[src/rtl/rf_scrubber_pkg.sv]
// Shared types and helpers for the register-file scrubber.
package p_hardisc;

   typedef logic [4:0] rf_add;

   typedef enum logic [1:0] {
      IDLE,
      READ,
      WAITFIX,
      VERIFY
   } scrub_state;

   localparam rf_add RF_FIRST = 5'd1;
   localparam rf_add RF_LAST  = 5'd31;

   // x0 is hard-wired zero, so the walk wraps from x31 straight back to x1.
   function automatic rf_add next_add(input rf_add a);
      return (a == RF_LAST) ? RF_FIRST : a + 5'd1;
   endfunction

endpackage

[src/rtl/rf_scrubber_sat_counter.sv]
// Saturating up-counter with synchronous clear; clear takes priority over increment.
module sat_counter
   import p_hardisc::*;
#(
   parameter int unsigned W = 16
) (
   input  logic         clk_i,
   input  logic         resetn_i,
   input  logic         inc_i,
   input  logic         clr_i,
   output logic [W-1:0] cnt_o
);

   logic [W-1:0] cnt_d, cnt_q;

   always_comb begin
      cnt_d = cnt_q;
      if (clr_i) begin
         cnt_d = '0;
      end else if (inc_i && (cnt_q != '1)) begin
         cnt_d = cnt_q + W'(1);
      end
   end

   always_ff @(posedge clk_i) begin
      if (!resetn_i) begin
         cnt_q <= '0;
      end else begin
         cnt_q <= cnt_d;
      end
   end

   assign cnt_o = cnt_q;

endmodule

[src/rtl/rf_scrubber.sv]
// Background scrubber for the SEC-DED register file: borrows idle read-port-2 cycles to walk x1..x31.
// Optional post-repair re-read of the target is built in with `define HARDISC_SCRUB_VERIFY_EN.
module rf_scrubber
   import p_hardisc::*;
#(
   parameter int unsigned INTERVAL    = 16,
   parameter int unsigned FIX_TIMEOUT = 4,
   parameter int unsigned CNT_W       = 16
) (
   input  logic             s_clk_i,
   input  logic             s_resetn_i,
   input  logic             s_en_i,
   input  logic             s_clr_i,
   input  logic             s_p2_busy_i,
   input  logic [4:0]       s_p2_add_i,
   output logic [4:0]       s_rp2_add_o,
   output logic             s_scrub_o,
   input  logic             s_ce_i,
   input  logic             s_uce_i,
   input  logic             s_rf_we_i,
   input  logic [4:0]       s_rf_wadd_i,
   output logic [CNT_W-1:0] s_ce_cnt_o,
   output logic             s_uce_o,
   output logic [4:0]       s_uce_add_o,
   output logic             s_pass_o
);

   localparam int unsigned IW = (INTERVAL > 1) ? $clog2(INTERVAL) : 1;
   localparam int unsigned TW = (FIX_TIMEOUT > 1) ? $clog2(FIX_TIMEOUT) : 1;
   localparam logic [IW-1:0] IVL_LAST = IW'(INTERVAL - 1);
   localparam logic [TW-1:0] TMO_LAST = TW'(FIX_TIMEOUT - 1);

   scrub_state    state_d, state_q;
   rf_add         ptr_d, ptr_q;
   rf_add         tgt_d, tgt_q;
   rf_add         uce_add_d, uce_add_q;
   logic [IW-1:0] ivl_d, ivl_q;
   logic [TW-1:0] tmo_d, tmo_q;
   logic          uce_d, uce_q;
   logic          pass_d, pass_q;
   logic          scrub;
   logic          advance;
   logic          cnt_inc;
   logic          uce_set;
   rf_add         uce_src;

   always_comb begin
      state_d   = state_q;
      ptr_d     = ptr_q;
      tgt_d     = tgt_q;
      ivl_d     = ivl_q;
      tmo_d     = tmo_q;
      uce_d     = uce_q;
      uce_add_d = uce_add_q;
      pass_d    = 1'b0;
      scrub     = 1'b0;
      advance   = 1'b0;
      cnt_inc   = 1'b0;
      uce_set   = 1'b0;
      uce_src   = ptr_q;

      case (state_q)
         IDLE: begin
            if (!s_en_i) begin
               ivl_d = '0;
            end else if (ivl_q == IVL_LAST) begin
               ivl_d   = '0;
               state_d = READ;
            end else begin
               ivl_d = ivl_q + IW'(1);
            end
         end
         READ: begin
            if (!s_p2_busy_i) begin
               scrub = 1'b1;
               if (s_uce_i) begin
                  uce_set = 1'b1;
                  advance = 1'b1;
                  state_d = IDLE;
               end else if (s_ce_i) begin
                  tgt_d   = ptr_q;
                  tmo_d   = '0;
                  state_d = WAITFIX;
               end else begin
                  advance = 1'b1;
                  state_d = IDLE;
               end
            end
         end
         WAITFIX: begin
            // Any write to the target clears the error, ACM repair or pipeline writeback alike.
            if (s_rf_we_i && (s_rf_wadd_i == tgt_q)) begin
               cnt_inc = 1'b1;
`ifdef HARDISC_SCRUB_VERIFY_EN
               state_d = VERIFY;
`else
               advance = 1'b1;
               state_d = IDLE;
`endif
            end else if (tmo_q == TMO_LAST) begin
               advance = 1'b1;
               state_d = IDLE;
            end else begin
               tmo_d = tmo_q + TW'(1);
            end
         end
`ifdef HARDISC_SCRUB_VERIFY_EN
         VERIFY: begin
            // Pointer is not advanced until here, so the re-read address equals the target.
            if (!s_p2_busy_i) begin
               scrub = 1'b1;
               if (s_ce_i || s_uce_i) begin
                  uce_set = 1'b1;
                  uce_src = tgt_q;
               end
               advance = 1'b1;
               state_d = IDLE;
            end
         end
`endif
         default: state_d = IDLE;
      endcase

      if (advance) begin
         ptr_d  = next_add(ptr_q);
         pass_d = (ptr_q == RF_LAST);
      end
      if (uce_set) begin
         uce_d = 1'b1;
         if (!uce_q) begin
            uce_add_d = uce_src;
         end
      end
      if (s_clr_i) begin
         uce_d     = 1'b0;
         uce_add_d = '0;
      end
   end

   always_ff @(posedge s_clk_i) begin
      if (!s_resetn_i) begin
         state_q   <= IDLE;
         ptr_q     <= RF_FIRST;
         tgt_q     <= RF_FIRST;
         ivl_q     <= '0;
         tmo_q     <= '0;
         uce_q     <= 1'b0;
         uce_add_q <= '0;
         pass_q    <= 1'b0;
      end else begin
         state_q   <= state_d;
         ptr_q     <= ptr_d;
         tgt_q     <= tgt_d;
         ivl_q     <= ivl_d;
         tmo_q     <= tmo_d;
         uce_q     <= uce_d;
         uce_add_q <= uce_add_d;
         pass_q    <= pass_d;
      end
   end

   sat_counter #(
      .W (CNT_W)
   ) u_ce_cnt (
      .clk_i    (s_clk_i),
      .resetn_i (s_resetn_i),
      .inc_i    (cnt_inc),
      .clr_i    (s_clr_i),
      .cnt_o    (s_ce_cnt_o)
   );

   assign s_scrub_o   = scrub;
   assign s_rp2_add_o = scrub ? ptr_q : s_p2_add_i;
   assign s_uce_o     = uce_q;
   assign s_uce_add_o = uce_add_q;
   assign s_pass_o    = pass_q;

endmodule

[config.mk]
export PLATFORM = sky130hd
export DESIGN_NAME = rf_scrubber
export DESIGN_NICKNAME = d
export VERILOG_FILES = /design/src/rtl/rf_scrubber_pkg.sv /design/src/rtl/rf_scrubber_sat_counter.sv /design/src/rtl/rf_scrubber.sv
export SDC_FILE = /design/constraint.sdc
export NUM_CORES = 1
export LEC_CHECK = 0
export CAP_MARGIN = 20
export CELL_PAD_IN_SITES_DETAIL_PLACEMENT = 1
export CELL_PAD_IN_SITES_GLOBAL_PLACEMENT = 2
export CORE_UTILIZATION = 31
export CTS_BUF_LIST = sky130_fd_sc_hd__clkbuf_4
export DETAILED_ROUTE_END_ITERATION = 16
export GPL_TIMING_DRIVEN = 0
export PLACE_DENSITY_LB_ADDON = 0.1
export SLEW_MARGIN = 40
export SYNTH_ARGS = -nofsm -noshare
export SYNTH_HDL_FRONTEND = slang
export SYNTH_HIERARCHICAL = 1
export SYNTH_SLANG_ARGS = --single-unit
[constraint.sdc]
create_clock -name s_clk_i -period 3.1 [get_ports s_clk_i]
set_input_delay 0.62 -clock s_clk_i [delete_from_list [all_inputs] [get_ports s_clk_i]]
set_output_delay 0.62 -clock s_clk_i [all_outputs]
set_load 0.03 [all_outputs]
==> run summary <==
gr ovfl total: 0
Initial Util: 32.1%
final setup vio count: 0
post-synth top area share: 37.6%
Hold WC Path Type: flip-flop to flip-flop
CTS Root Cell: clkbuf_4
slew margin rel.: 61.8%
DIE AREA: 0.00738 mm^2
Largest delay share family, worst path: buffers and inverters
count leader, synth: dfxtp_1
gr usage total: 17.4%
cell-by-cell trace of the critical path: clkdlybuf4s50_1, nand2b_1, clkbuf_2, nand2_1, nand2_1, clkdlybuf4s50_1
TritonCTS clock tree: yes
CP Capture Type: primary output
# hold bufs at CTS: 0
Die Y: 85.9 um
distinct cell type count after synthesis: 48
worst-case clock buffer depth: 2
status: finished clean
crit path kind: input pin to primary output
sequential share of the synthesized area: 37.6%
die width: 85.9 um
Worst-Skew Late Latency: 0.36 ns
Ys Warns: 6
initial antenna violation count: 0
drt drc: 0
Fmax: 329 MHz
ys async rst share: 0%
Top Ports: 47
synthesized area per cell: 8.43 um^2
most common library cells after synthesis: dfxtp_1, nand2_1, nor2_1, a21oi_1, o21ai_0
HP Start: tmo_q[1]
cell count after synthesis: 259
worst endpoint required time: 2.48 ns
Tot Pwr: 1.01 mW
Tmin final: 3.04 ns
Area contributors post-synth: dfxtp_1, nand2_1, ha_1
pwr dens: 356 mW/mm^2
ys flop type: dfxtp_1
RR Startpoint: tgt_q[2]
CP max-delay cell: clkdlybuf4s50_1
drt pass-1 iters: 4
Antenna Nets Post-Route: 0
H-tree depth: 2
first-pass GRT wire length: 10.1 mm
number of synthesized flops with an enable pin: 0
crit path DAT: 2.42 ns
Pleak: 0.985 nW
Met2 Wirelength: 2.66 mm
slowest stage delay, CP: 0.66 ns
DR top layer: met4
Critical Path Source Type: input pin
Worst Path Buf+Inv: 3
# nets final: 338
met3 WL: 220 um
initial DRC count: 57
Slew Viols, Final: 0
GP Congestion: 0.740
vias in the first global route: 2044
TritonCTS Buffers: 5
post-CTS setup buffers: 0
Core Util, Final: 41.8%
via count: 2066
Worst Skew: 0.0145 ns
Worst Setup SP: s_p2_busy_i
fin worst setup slack: 0.0634 ns
Final Hold Fails: 0
Synth area leader: dfxtp_1
diode count: 0
core area: 0.00679 mm^2
IO buf count: 46
Routed Wire Length: 5.94 mm
final setup TNS: 0 ns
WL/cell: 14.5 um
unrepaired setup endpoints after global routing: yes
largest net degree at the start of global routing: 13
Layout Area Growth over Synthesis: 30.3%
M1 WL: 2.99 mm
Final period util: 98.0%
clk slew on worst S/H paths: 0.12 ns
Std-Cell Rows: 30
Syn Nets: 285
layout cell share with drive strength beyond 1: 6.07%
CP max FO: 10
dpl ws: -0.134 ns
worst-margin pin slew: 0.572 ns
hpwl dp: 4.50 mm
worst vdd ir: 140 uV
number of max-cap violations: 0
cell area after synthesis: 0.00218 mm^2
#FFs+latches synth: 41
Vias per Instance: 5.05
clk sinks: 41
kinds of logic (layout without fill, tap and decap cells):
family	after synthesis	count (layout)	share of synthesized area, %
AO/OA/AOI/OAI	58	58	18.8
XOR/XNOR	9	9	3.61
adder cells (fa/ha/maj)	8	8	4.59
buffers and inverters	16	70	2.75
flip-flops	41	41	37.6
multiplexers	8	8	3.67
AND/OR/NAND/NOR	119	119	29.0
metrics by stage:
stage                     hold slack [ns]  cells  cell area (um^2)
after CTS                           0.493    409              2840
after global placement              0.467    401              2760
after global routing                0.515    409              2840
after detailed placement            0.475    401              2760
final                               0.485    409              2840
after floorplan                     0.450    259              2180
layer usage:
metal	GRT usage, %	vias to the layer above
met5	0	-
met4	5.00	0
met3	3.46	5
met2	27.3	36
met1	24.1	980
li1	-	1045
worst paths after layout:
path / endpoint / slack (ns) / cells after the start
setup reg to reg: u_ce_cnt/cnt_o[13] / 0.67 / 8
hold reg to reg: tmo_q[1] / 0.48 / 2
hold / removal: tmo_q[1] / 0.48 / 2
setup / recovery: s_rp2_add_o[2] / 0.06 / 6
worst register-to-register path: stages, from the launching register on:
cell and delay [ns]:
dfxtp_1 0.33, xnor2_1 0.15, nand4_1 0.24, or2_1 0.30
nor2_1 0.27, and4_2 0.37, nand3_4 0.14, or4_1 0.43
a21oi_1 0.15
layout make-up:
cell class	count	area, um^2
inverter	9	33.8
multi-input combinational	202	1300
fill	849	3950
timing repair buffer	46	460
clock inverter	2	33.8
buffer	7	27.5
sequential	41	821
clock buffer	6	45.0
tap	96	120
flip-flops by register name, summed over array words and instances (netlist names):
name            flops
ptr_q               5
u_ce_cnt/cnt_o     16
ivl_q               4
s_pass_o            1
s_uce_o             1
tgt_q               5
s_uce_add_o         5
state_q             2
tmo_q               2
cells in the final DEF (no fill, tap or decap), drive strengths merged, types with 2 or more instances in the layout:
cell type | synthesis | layout
nand3 | 13 | 13
a21oi | 19 | 19
dfxtp | 41 | 41
or4 | 2 | 2
clkdlybuf4s50 | 0 | 46
or3 | 4 | 4
o22ai | 3 | 3
and3 | 3 | 3
o21ai | 14 | 14
o31ai | 2 | 2
nand2 | 38 | 38
clkbuf | 7 | 13
nor3b | 3 | 3
xor2 | 3 | 3
and2 | 3 | 3
xnor2 | 6 | 6
ha | 8 | 8
and4 | 3 | 3
nor4 | 3 | 3
nor2b | 2 | 2
nor3 | 6 | 6
o41ai | 4 | 4
inv | 8 | 8
clkinv | 1 | 2
nand4 | 6 | 6
o211ai | 2 | 2
nor2 | 24 | 24
nand2b | 8 | 8
o311ai | 3 | 3
mux2i | 8 | 8
a31oi | 2 | 2
what timing repair did:
item / CTS / global route
hold endpoints to repair: 0 / 0
setup endpoints to repair: 5 / 5
pin swaps: 0 / 0
resized for setup: 1 / 0
power breakdown:
| group | leakage [nW] | internal [mW] | switching [mW] | total, mW |
|---|---|---|---|---|
| Combinational | 0.611 | 0.0535 | 0.0679 | 0.121 |
| Sequential | 0.330 | 0.531 | 0.00405 | 0.536 |
| Clock | 0.0433 | 0.177 | 0.178 | 0.355 |
Power figures use the tool's default switching activity.
